--- src/rtl/imem_load_arbiter_pkg.sv ---
// Shared definitions for the instruction-memory write-port arbiter.
package imem_load_arbiter_pkg;

  // Session state encoding
  typedef enum logic [1:0] {
    IDLE    = 2'd0,
    QUIESCE = 2'd1,
    LOAD    = 2'd2,
    DONE    = 2'd3
  } state_t;

  // Collision counter width and its saturation value
  localparam int COLL_WIDTH = 16;
  localparam logic [COLL_WIDTH-1:0] COLL_MAX = {COLL_WIDTH{1'b1}};

endpackage

--- src/rtl/imem_load_arbiter_quiesce_timer.sv ---
// Loadable down-counter used to hold thread issue for a fixed number of cycles
// before the first load write. expired is high when the count is zero, or is
// reaching zero on this cycle's decrement, so the caller can leave its waiting
// state on exactly the last counted cycle.
module imem_load_arbiter_quiesce_timer #(
  parameter int WIDTH = 4
) (
  input  logic             clock,
  input  logic             reset,
  input  logic             load,
  input  logic [WIDTH-1:0] load_value,
  input  logic             decrement,
  output logic             expired
);

  logic [WIDTH-1:0] count_reg;

  // Load has priority over decrement; the counter parks at zero
  always_ff @(posedge clock) begin
    if (reset) begin
      count_reg <= '0;
    end else if (load) begin
      count_reg <= load_value;
    end else if (decrement && (count_reg != '0)) begin
      count_reg <= count_reg - WIDTH'(1);
    end
  end

  assign expired = (count_reg == '0) ||
                   (decrement && (count_reg == WIDTH'(1)));

endmodule

--- src/rtl/imem_load_arbiter.sv ---
// Owner of the instruction-memory write port: merges decoded ALU writes with a
// streamed program-load session. The ALU always wins the port; a load word
// that loses simply stays pending at the loader until the next free cycle.
module imem_load_arbiter
  import imem_load_arbiter_pkg::*;
#(
  parameter int I_WORD_WIDTH   = 36,
  parameter int I_ADDR_WIDTH   = 10,
  parameter int I_DEPTH        = 1024,
  parameter int QUIESCE_CYCLES = 8
) (
  input  logic                    clock,
  input  logic                    reset,
  input  logic                    load_start,
  input  logic [I_ADDR_WIDTH-1:0] load_base,
  input  logic [I_ADDR_WIDTH:0]   load_count,
  input  logic                    load_valid,
  input  logic [I_WORD_WIDTH-1:0] load_data,
  output logic                    load_ready,
  output logic                    load_busy,
  output logic                    load_done,
  output logic                    thread_hold,
  input  logic                    alu_wren,
  input  logic [I_ADDR_WIDTH-1:0] alu_write_addr,
  input  logic [I_WORD_WIDTH-1:0] alu_write_data,
  output logic                    I_wren,
  output logic [I_ADDR_WIDTH-1:0] I_write_addr,
  output logic [I_WORD_WIDTH-1:0] I_write_data,
  output logic [COLL_WIDTH-1:0]   collisions
);

  localparam int TIMER_WIDTH = $clog2(QUIESCE_CYCLES + 1);
  localparam logic [TIMER_WIDTH-1:0]  QUIESCE_LOAD = TIMER_WIDTH'(QUIESCE_CYCLES);
  localparam logic [I_ADDR_WIDTH-1:0] LAST_ADDR    = I_ADDR_WIDTH'(I_DEPTH - 1);

  state_t                  state_reg;
  logic [I_ADDR_WIDTH-1:0] addr_ptr_reg;
  logic [I_ADDR_WIDTH:0]   remaining_reg;
  logic                    timer_load;
  logic                    timer_expired;
  logic                    remaining_nonzero;
  logic                    transfer;

  assign remaining_nonzero = (remaining_reg != '0);
  assign timer_load        = (state_reg == IDLE) && load_start && (load_count != '0);

  imem_load_arbiter_quiesce_timer #(
    .WIDTH (TIMER_WIDTH)
  ) u_quiesce_timer (
    .clock      (clock),
    .reset      (reset),
    .load       (timer_load),
    .load_value (QUIESCE_LOAD),
    .decrement  (state_reg == QUIESCE),
    .expired    (timer_expired)
  );

  // Status outputs are decoded straight from the state register
  always_comb begin
    load_busy   = (state_reg == QUIESCE) || (state_reg == LOAD);
    thread_hold = (state_reg == QUIESCE) || (state_reg == LOAD);
    load_done   = (state_reg == DONE);
    load_ready  = (state_reg == LOAD) && !alu_wren && remaining_nonzero;
    transfer    = load_valid && load_ready;
  end

  // Session FSM, address/remaining counters, write-port registers, collision count
  always_ff @(posedge clock) begin
    if (reset) begin
      state_reg     <= IDLE;
      addr_ptr_reg  <= '0;
      remaining_reg <= '0;
      I_wren        <= 1'b0;
      I_write_addr  <= '0;
      I_write_data  <= '0;
      collisions    <= '0;
    end else begin
      case (state_reg)
        IDLE: begin
          if (load_start) begin
            if (load_count != '0) begin
              state_reg     <= QUIESCE;
              addr_ptr_reg  <= load_base;
              remaining_reg <= load_count;
            end else begin
              state_reg <= DONE;
            end
          end
        end
        QUIESCE: begin
          if (timer_expired) begin
            state_reg <= LOAD;
          end
        end
        LOAD: begin
          if (transfer) begin
            addr_ptr_reg  <= (addr_ptr_reg == LAST_ADDR) ? '0 : addr_ptr_reg + I_ADDR_WIDTH'(1);
            remaining_reg <= remaining_reg - (I_ADDR_WIDTH + 1)'(1);
            if (remaining_reg == (I_ADDR_WIDTH + 1)'(1)) begin
              state_reg <= DONE;
            end
          end
        end
        DONE: begin
          state_reg <= IDLE;
        end
        default: begin
          state_reg <= IDLE;
        end
      endcase

      // ALU owns the port whenever it writes; address/data hold otherwise
      I_wren <= alu_wren || transfer;
      if (alu_wren) begin
        I_write_addr <= alu_write_addr;
        I_write_data <= alu_write_data;
      end else if (transfer) begin
        I_write_addr <= addr_ptr_reg;
        I_write_data <= load_data;
      end

      if ((state_reg == LOAD) && alu_wren && load_valid && remaining_nonzero &&
          (collisions != COLL_MAX)) begin
        collisions <= collisions + COLL_WIDTH'(1);
      end
    end
  end

endmodule
--- config.mk ---
export PLATFORM = sky130hd
export DESIGN_NAME = imem_load_arbiter
export DESIGN_NICKNAME = d
export VERILOG_FILES = /design/src/rtl/imem_load_arbiter_pkg.sv /design/src/rtl/imem_load_arbiter_quiesce_timer.sv /design/src/rtl/imem_load_arbiter.sv
export SDC_FILE = /design/constraint.sdc
export NUM_CORES = 1
export LEC_CHECK = 0
export ABC_AREA = 0
export CAP_MARGIN = 15
export CORE_MARGIN = 1
export CORE_UTILIZATION = 46
export DETAILED_ROUTE_END_ITERATION = 10
export GPL_TIMING_DRIVEN = 0
export HOLD_SLACK_MARGIN = 0.05
export PLACE_DENSITY = 0.82
export SKIP_LAST_GASP = 1
export SYNTH_ARGS = -nofsm -noshare
export SYNTH_HDL_FRONTEND = slang
export SYNTH_SLANG_ARGS = --single-unit
--- constraint.sdc ---
create_clock -name clock -period 2.9 [get_ports clock]
set_input_delay 0.87 -clock clock [delete_from_list [all_inputs] [get_ports clock]]
set_output_delay 0.87 -clock clock [all_outputs]
set_load 0.005 [all_outputs]
==> results.ini, run 1 <==
[yosys]
synth_edf_count=0
synthMuxAreaShare=0.234
synth_cells=533
synthFlopType=dfxtp_1
synth_top_family_by_area=multiplexers
synth_compound_area_frac=0.120
ys_seq_elements=90
yosys.area_share.xor_xnor=0.0285
yosysWarnings=0
synth-simple-area-share=0.176
synthAdderAreaFrac=0.0305
async_reset_ff_frac=0
synth_area_mm2=0.00492
synth_area_per_cell_um2=9.23
synth.yosys.seq_area_share=0.366
synth.distinct_cells=52
synth_nets=653

[route]
wl_per_cell_um=16.8
wl_um=14400
initialDrtViolationCount=269
ant_nets=0
vias=4721
drc=0
avgViaCountPerCell=5.52
drt_first_pass_iters=5

[worst_setup_path]
arrival_ns=1.85
r2r_slack_ns=0.36
crit_chain=inv_1 > ha_1 > buf_6 > inv_4 > a311oi_1 > dlygate4sd2_1
r2r_end=addr_ptr_reg[2]$_SDFFE_PP0P_
reg2regPathDepth=8
slowest_delay_ns=0.35
rr_startpoint=remaining_reg[0]$_SDFFE_PP0P_
worstPathRequired_ns=2.03
crit_path_end_kind=output pin
path_buf_inv=4
worst_path_max_delay_cell=dfxtp_1
crit_family=buffers and inverters
crit_type=flop to output pin
crit_fanout=19
crit_cells=6
startpoint_type=flop

[placement]
port_buffers=173
gp_congestion=0.915
dp.cells=842
placed_area_mm2=0.00682
dpl.hpwl_um=10900

[min_path]
min-delay-start=state_reg[0]$_SDFFE_PP0P_
min_path_cells=2
hp-class=flop to flop
holdPathEnd=state_reg[0]$_SDFFE_PP0P_

[cells_and_area]
final_area_mm2=0.00703
fin_cells=856
post-route-util=0.678
num_antenna_cells=0
largest_register_ffs=36
finalNetCount=835
area_delta_synth_final_pct=42.8
drive_above_1_share=0.114

[die]
die_w_um=105
start_util=0.475
chipHeight_um=105
die_area_mm2=0.0111
rows=37
ioPinCount=175
coreArea_mm2=0.0104

[clocking]
clock_sink_count=90
root_buffer=clkbuf_8
cts_max_path_buffers=2
cts_tree=done
htree_levels=3
clock_latency_ns=0.36
cts_hold_buffers=0
postCtsSetupBuffers=0
cts_made_buffers=9
clk_pin_slew_ns=0.11
post_cts_resize_count=5

[grt]
grt_pass1_vias=4730
grt_pass1_wl_um=23300
gr-usage-all-layers=0.262
antenna_found_initial=0
grt_start_max_net_pins=20
grt_overflow_total=0

[timing]
skew_ns=0.0189
tns_ns=0
finalSetupViolations=0
period_share=0.938
fmax_ghz=0.368
rsz0062_at_grt=false
hold_viol=0
maxSlewHeadroom=0.494
timing.final.max_slew_violations=0
worst_pin_slew_ns=0.753
period_minus_slack_ns=2.72

[status]
status=finished clean

[flow_run]
cap_viol_max_count=0

[power]
worst_ir_drop_vdd_v=0.000333
leakage_nw=2.77
powerDensity_mw_per_mm2=634
total_power_w=0.00446

## cell usage after synthesis, types with 6 or more instances
cell / instances / area share
mux2_2: 19 / 0.043
nor3_1: 11 / 0.011
clkbuf_1: 21 / 0.016
buf_2: 7 / 0.0071
a31oi_1: 6 / 0.0076
nand2b_1: 11 / 0.014
a211oi_1: 8 / 0.012
nand3_1: 14 / 0.014
dfxtp_1: 90 / 0.37
o21ai_0: 15 / 0.015
xnor2_1: 14 / 0.025
a21oi_1: 29 / 0.029
mux2_4: 29 / 0.088
nor2_1: 86 / 0.066
and3_1: 6 / 0.0076
inv_1: 13 / 0.0099
nand2_1: 19 / 0.014
ha_1: 12 / 0.031
o32ai_1: 6 / 0.011
mux2i_1: 50 / 0.10
nand4_1: 7 / 0.0089
## stage by stage
| step | hold WS [ns] | setup WS (ns) |
|---|---|---|
| 2_1_floorplan | 0.464 | 0.220 |
| 3_3_place_gp | 0.478 | -0.524 |
| 3_5_place_dp | 0.483 | -0.576 |
| 4_1_cts | 0.499 | 0.193 |
| 5_1_grt | 0.537 | 0.0994 |
| 6_report | 0.501 | 0.179 |
## kinds of logic after synthesis
group | Yosys count
compound gates | 89
xor+xnor | 16
fa+ha+maj | 12
buf+inv | 50
mux | 98
flops | 90
simple gates | 178
## layout by cell type, fill, tap and decap left out, types with 5 or more instances in the layout
master             n
and3_1             6
mux2_2            19
clkbuf_8          10
nor2_1            86
nor3_1            11
clkdlybuf4s50_1  172
nand2_1           19
clkbuf_1          21
a211oi_1           8
inv_1             13
buf_2              5
ha_1              12
dfxtp_1           90
o32ai_1            6
mux2_4            29
nand3_1           14
mux2i_1           50
o21ai_0           15
nor4_1             5
a2111oi_0          5
a21oi_1           29
nand2b_1          11
xnor2_1           14
a31oi_1            6
nand4_1            7
## tightest hold or removal path: cells and delay by family (launching register included)
kind               cells  cell delay [ns]
and+or+nand+nor        1             0.06
DFF                    1             0.35
AOI/OAI and AO/OA      1             0.05
## worst max path at each step
stage	from	to	slack, ns
final	state_reg[0]$_SDFFE_PP0P_	load_ready	0.18
after global routing	state_reg[0]$_SDFFE_PP0P_	load_ready	0.1
after detailed placement	alu_wren	load_ready	-0.58
after floorplan	alu_wren	load_ready	0.22
after global placement	alu_wren	load_ready	-0.52
after CTS	state_reg[0]$_SDFFE_PP0P_	load_ready	0.19
## area by class of cell
type	count	area [µm²]
clock inverters	5	62.6
multi-input cells	393	2890
repair buffers	173	1730
fillers	846	3340
well taps	136	170
plain buffers	34	175
inverters	14	55.1
flip-flops and latches	90	1800
clock buffers	11	141
## routing by layer
layer | routed length, µm | up-vias | track usage
li1 | - | 2279 | -
met1 | 6150 | 2233 | 0.326
met2 | 6990 | 183 | 0.447
met3 | 964 | 26 | 0.0427
met4 | 293 | 0 | 0.108
met5 | 0 | - | 0
## where the power goes
group,total [W],internal (W),leakage [nW],switching (W)
Sequential,0.00165,0.00144,0.739,0.000213
Clock,0.000897,0.000428,0.0962,0.000470
Combinational,0.00191,0.000921,1.93,0.000985
Total,0.00446,0.00279,2.77,0.00167
No activity file was read; power rests on OpenSTA's default activity.
==> run 2: changes to the inputs <==
Settings changed: ABC_AREA 0 to 1, PLACE_DENSITY 0.82 to not set, PLACE_DENSITY_LB_ADDON set to 0.3.
==> results.ini, run 2 <==
[status]
status=finished clean

[die]
coreArea_mm2=0.0108
start_util=0.473
ioPinCount=175
die_w_um=108
rows=38
die_area_mm2=0.0116
chipHeight_um=108

[flow_run]
cap_viol_max_count=0

[cells_and_area]
final_cell_mix=283 x nand2_1, 172 x clkdlybuf4s50_1, 155 x nor2_1
area_delta_synth_final_pct=41.4
final_area_mm2=0.00725
final_common_cell=nand2_1
nFillCells=1003
drive_above_1_share=0.0542
largest_register_ffs=36
finalNetCount=1130
num_antenna_cells=0
post-route-util=0.669

[clocking]
clock_latency_ns=0.36
cts_hold_buffers=0
clock_sink_count=90
cts_tree=done
root_buffer=clkbuf_8
htree_levels=3
cts_made_buffers=9
cts_max_path_buffers=2
clk_pin_slew_ns=0.09

[power]
leakage_nw=3.20
worst_ir_drop_vdd_v=0.000523
powerDensity_mw_per_mm2=695
total_power_w=0.00504

[yosys]
synthMuxAreaShare=0
async_reset_ff_frac=0
synth_nets=944
synth_cells=824
synth.yosys.seq_area_share=0.352
synth_area_mm2=0.00512
synth_area_per_cell_um2=6.22
yosys.area_share.xor_xnor=0.0188
ys_seq_elements=90
synth_common_cells=283 x nand2_1, 156 x nor2_1, 90 x dfxtp_1
synth_top_family_by_area=simple AND/OR/NAND/NOR gates
yosys.cell_count.top_type=nand2_1
yosysWarnings=0
synth_edf_count=0
yosys.area.top_type=dfxtp_1
yosys.area.top_type_share=0.352
synth.distinct_cells=32
synth_compound_area_frac=0.107
synthAdderAreaFrac=0.0293
synth-simple-area-share=0.400
ys_top_cells_by_area=dfxtp_1 35%, nand2_1 21%, nor2_1 11%, o21ai_0 5.2%, inv_1 4.0%
synthFlopType=dfxtp_1

[worst_setup_path]
crit_path_end_kind=output pin
crit_fanout=4
r2r_slack_ns=1.00
reg2regPathDepth=13
crit_type=flop to output pin
arrival_ns=1.73
r2r_end=remaining_reg[8]$_SDFFE_PP0P_
rr_startpoint=state_reg[0]$_SDFFE_PP0P_
startpoint_type=flop
worstPathRequired_ns=2.03

[timing]
rsz0062_at_grt=false
maxSlewHeadroom=0.618
period_share=0.896
skew_ns=0.0143
fmax_ghz=0.385
timing.final.max_slew_violations=0
period_minus_slack_ns=2.60
finalSetupViolations=0
worst_pin_slew_ns=0.573
hold_viol=0

[placement]
port_buffers=174
placed_area_mm2=0.00704
gp_congestion=0.863
dpl.hpwl_um=11100

[grt]
gr-usage-all-layers=0.262
grt_pass1_wl_um=23800
antenna_found_initial=0
grt_pass1_vias=5168
grt_overflow_total=0
grt_start_max_net_pins=16

[route]
initialDrtViolationCount=309
avgViaCountPerCell=4.88
ant_nets=0
wl_um=14500
drt_first_pass_iters=5
wl_per_cell_um=12.5
vias=5635
drc=0

[min_path]
hp-class=flop to flop
min-delay-start=I_write_addr[6]$_SDFFE_PP0P_
min_path_cells=2
holdPathEnd=I_write_addr[6]$_SDFFE_PP0P_

-- run 2: cell types whose count changed in the layout (fill, tap and decap cells not counted), sizes merged, moves of 11 or more --
cell    delta
inv       +45
mux2      -48
mux2i     -50
nand2    +269
nand2b    -11
nand3     +17
nor2      +73
o21ai     +60
-- run 2: metal layers --
metal / vias up / global-route usage / wire length (µm)
li1: 2951 / - / -
met5: - / 0 / 0
met3: 24 / 0.0799 / 1200
met2: 167 / 0.441 / 6840
met1: 2493 / 0.312 / 6130
met4: 0 / 0.0939 / 313
-- run 2: where the power goes --
group / switching, W / internal (W) / total, W / leakage, nW
clock: 0.000463 / 0.000402 / 0.000866 / 0.0971
combinational: 0.00143 / 0.00107 / 0.00251 / 2.36
sequential: 0.000190 / 0.00147 / 0.00166 / 0.742
total: 0.00209 / 0.00295 / 0.00504 / 3.20
-- run 2: metrics by stage --
| step | setup slack, ns | TNS [ns] | hold WS [ns] | instances |
|---|---|---|---|---|
| 3_3_place_gp | -0.275 | -0.275 | 0.448 | 1138 |
| 4_1_cts | 0.000312 | 0 | 0.467 | 1154 |
| 6_report | 0.300 | 0 | 0.466 | 1155 |
| 2_1_floorplan | 0.801 | 0 | 0.440 | 824 |
| 3_5_place_dp | -0.298 | -0.298 | 0.452 | 1138 |
| 5_1_grt | 0.222 | 0 | 0.491 | 1155 |
-- run 2: how the worst max path moves through the flow --
stage	slack, ns	endpoint	start
floorplan	0.80	load_ready	alu_wren
global placement	-0.27	load_ready	alu_wren
detailed placement	-0.30	load_ready	alu_wren
CTS	0.0003	load_ready	alu_wren
global route	0.22	thread_hold	state_reg[1]$_SDFFE_PP0P_
finish	0.30	thread_hold	state_reg[1]$_SDFFE_PP0P_
-- run 2: repair_timing --
item | CTS | global route
endpoints found under the hold margin | 0 | 0
gates cloned | 0 | 0
setup endpoints to repair | 1 | 1
resized for setup | 3 | 4
setup buffers | 0 | 1
pin swaps | 0 | 1
-- run 2: kinds of logic (layout without fill, tap and decap cells) --
logic type | after synthesis | after routing
XOR/XNOR | 11 | 11
AO/OA/AOI/OAI | 109 | 109
flip-flops | 90 | 90
buffers and inverters | 98 | 289
AND/OR/NAND/NOR | 504 | 504
adder cells (fa/ha/maj) | 12 | 12
-- run 2: cell type report --
class,count,area (µm²),share of cell area
plain buffers,40,258,0.0356
clock buffers,10,128,0.0176
clock inverters,6,65.1,0.00898
inverters,58,218,0.0300
multi-input cells,636,2850,0.393
flip-flops and latches,90,1800,0.249
well taps,140,175,0.0242
repair buffers,175,1750,0.242
-- run 2: critical path: stages, from the launching register on --
cell,delay [ns]
dfxtp_1,0.36
inv_1,0.10
ha_1,0.33
buf_4,0.11
clkdlybuf4s50_1,0.48
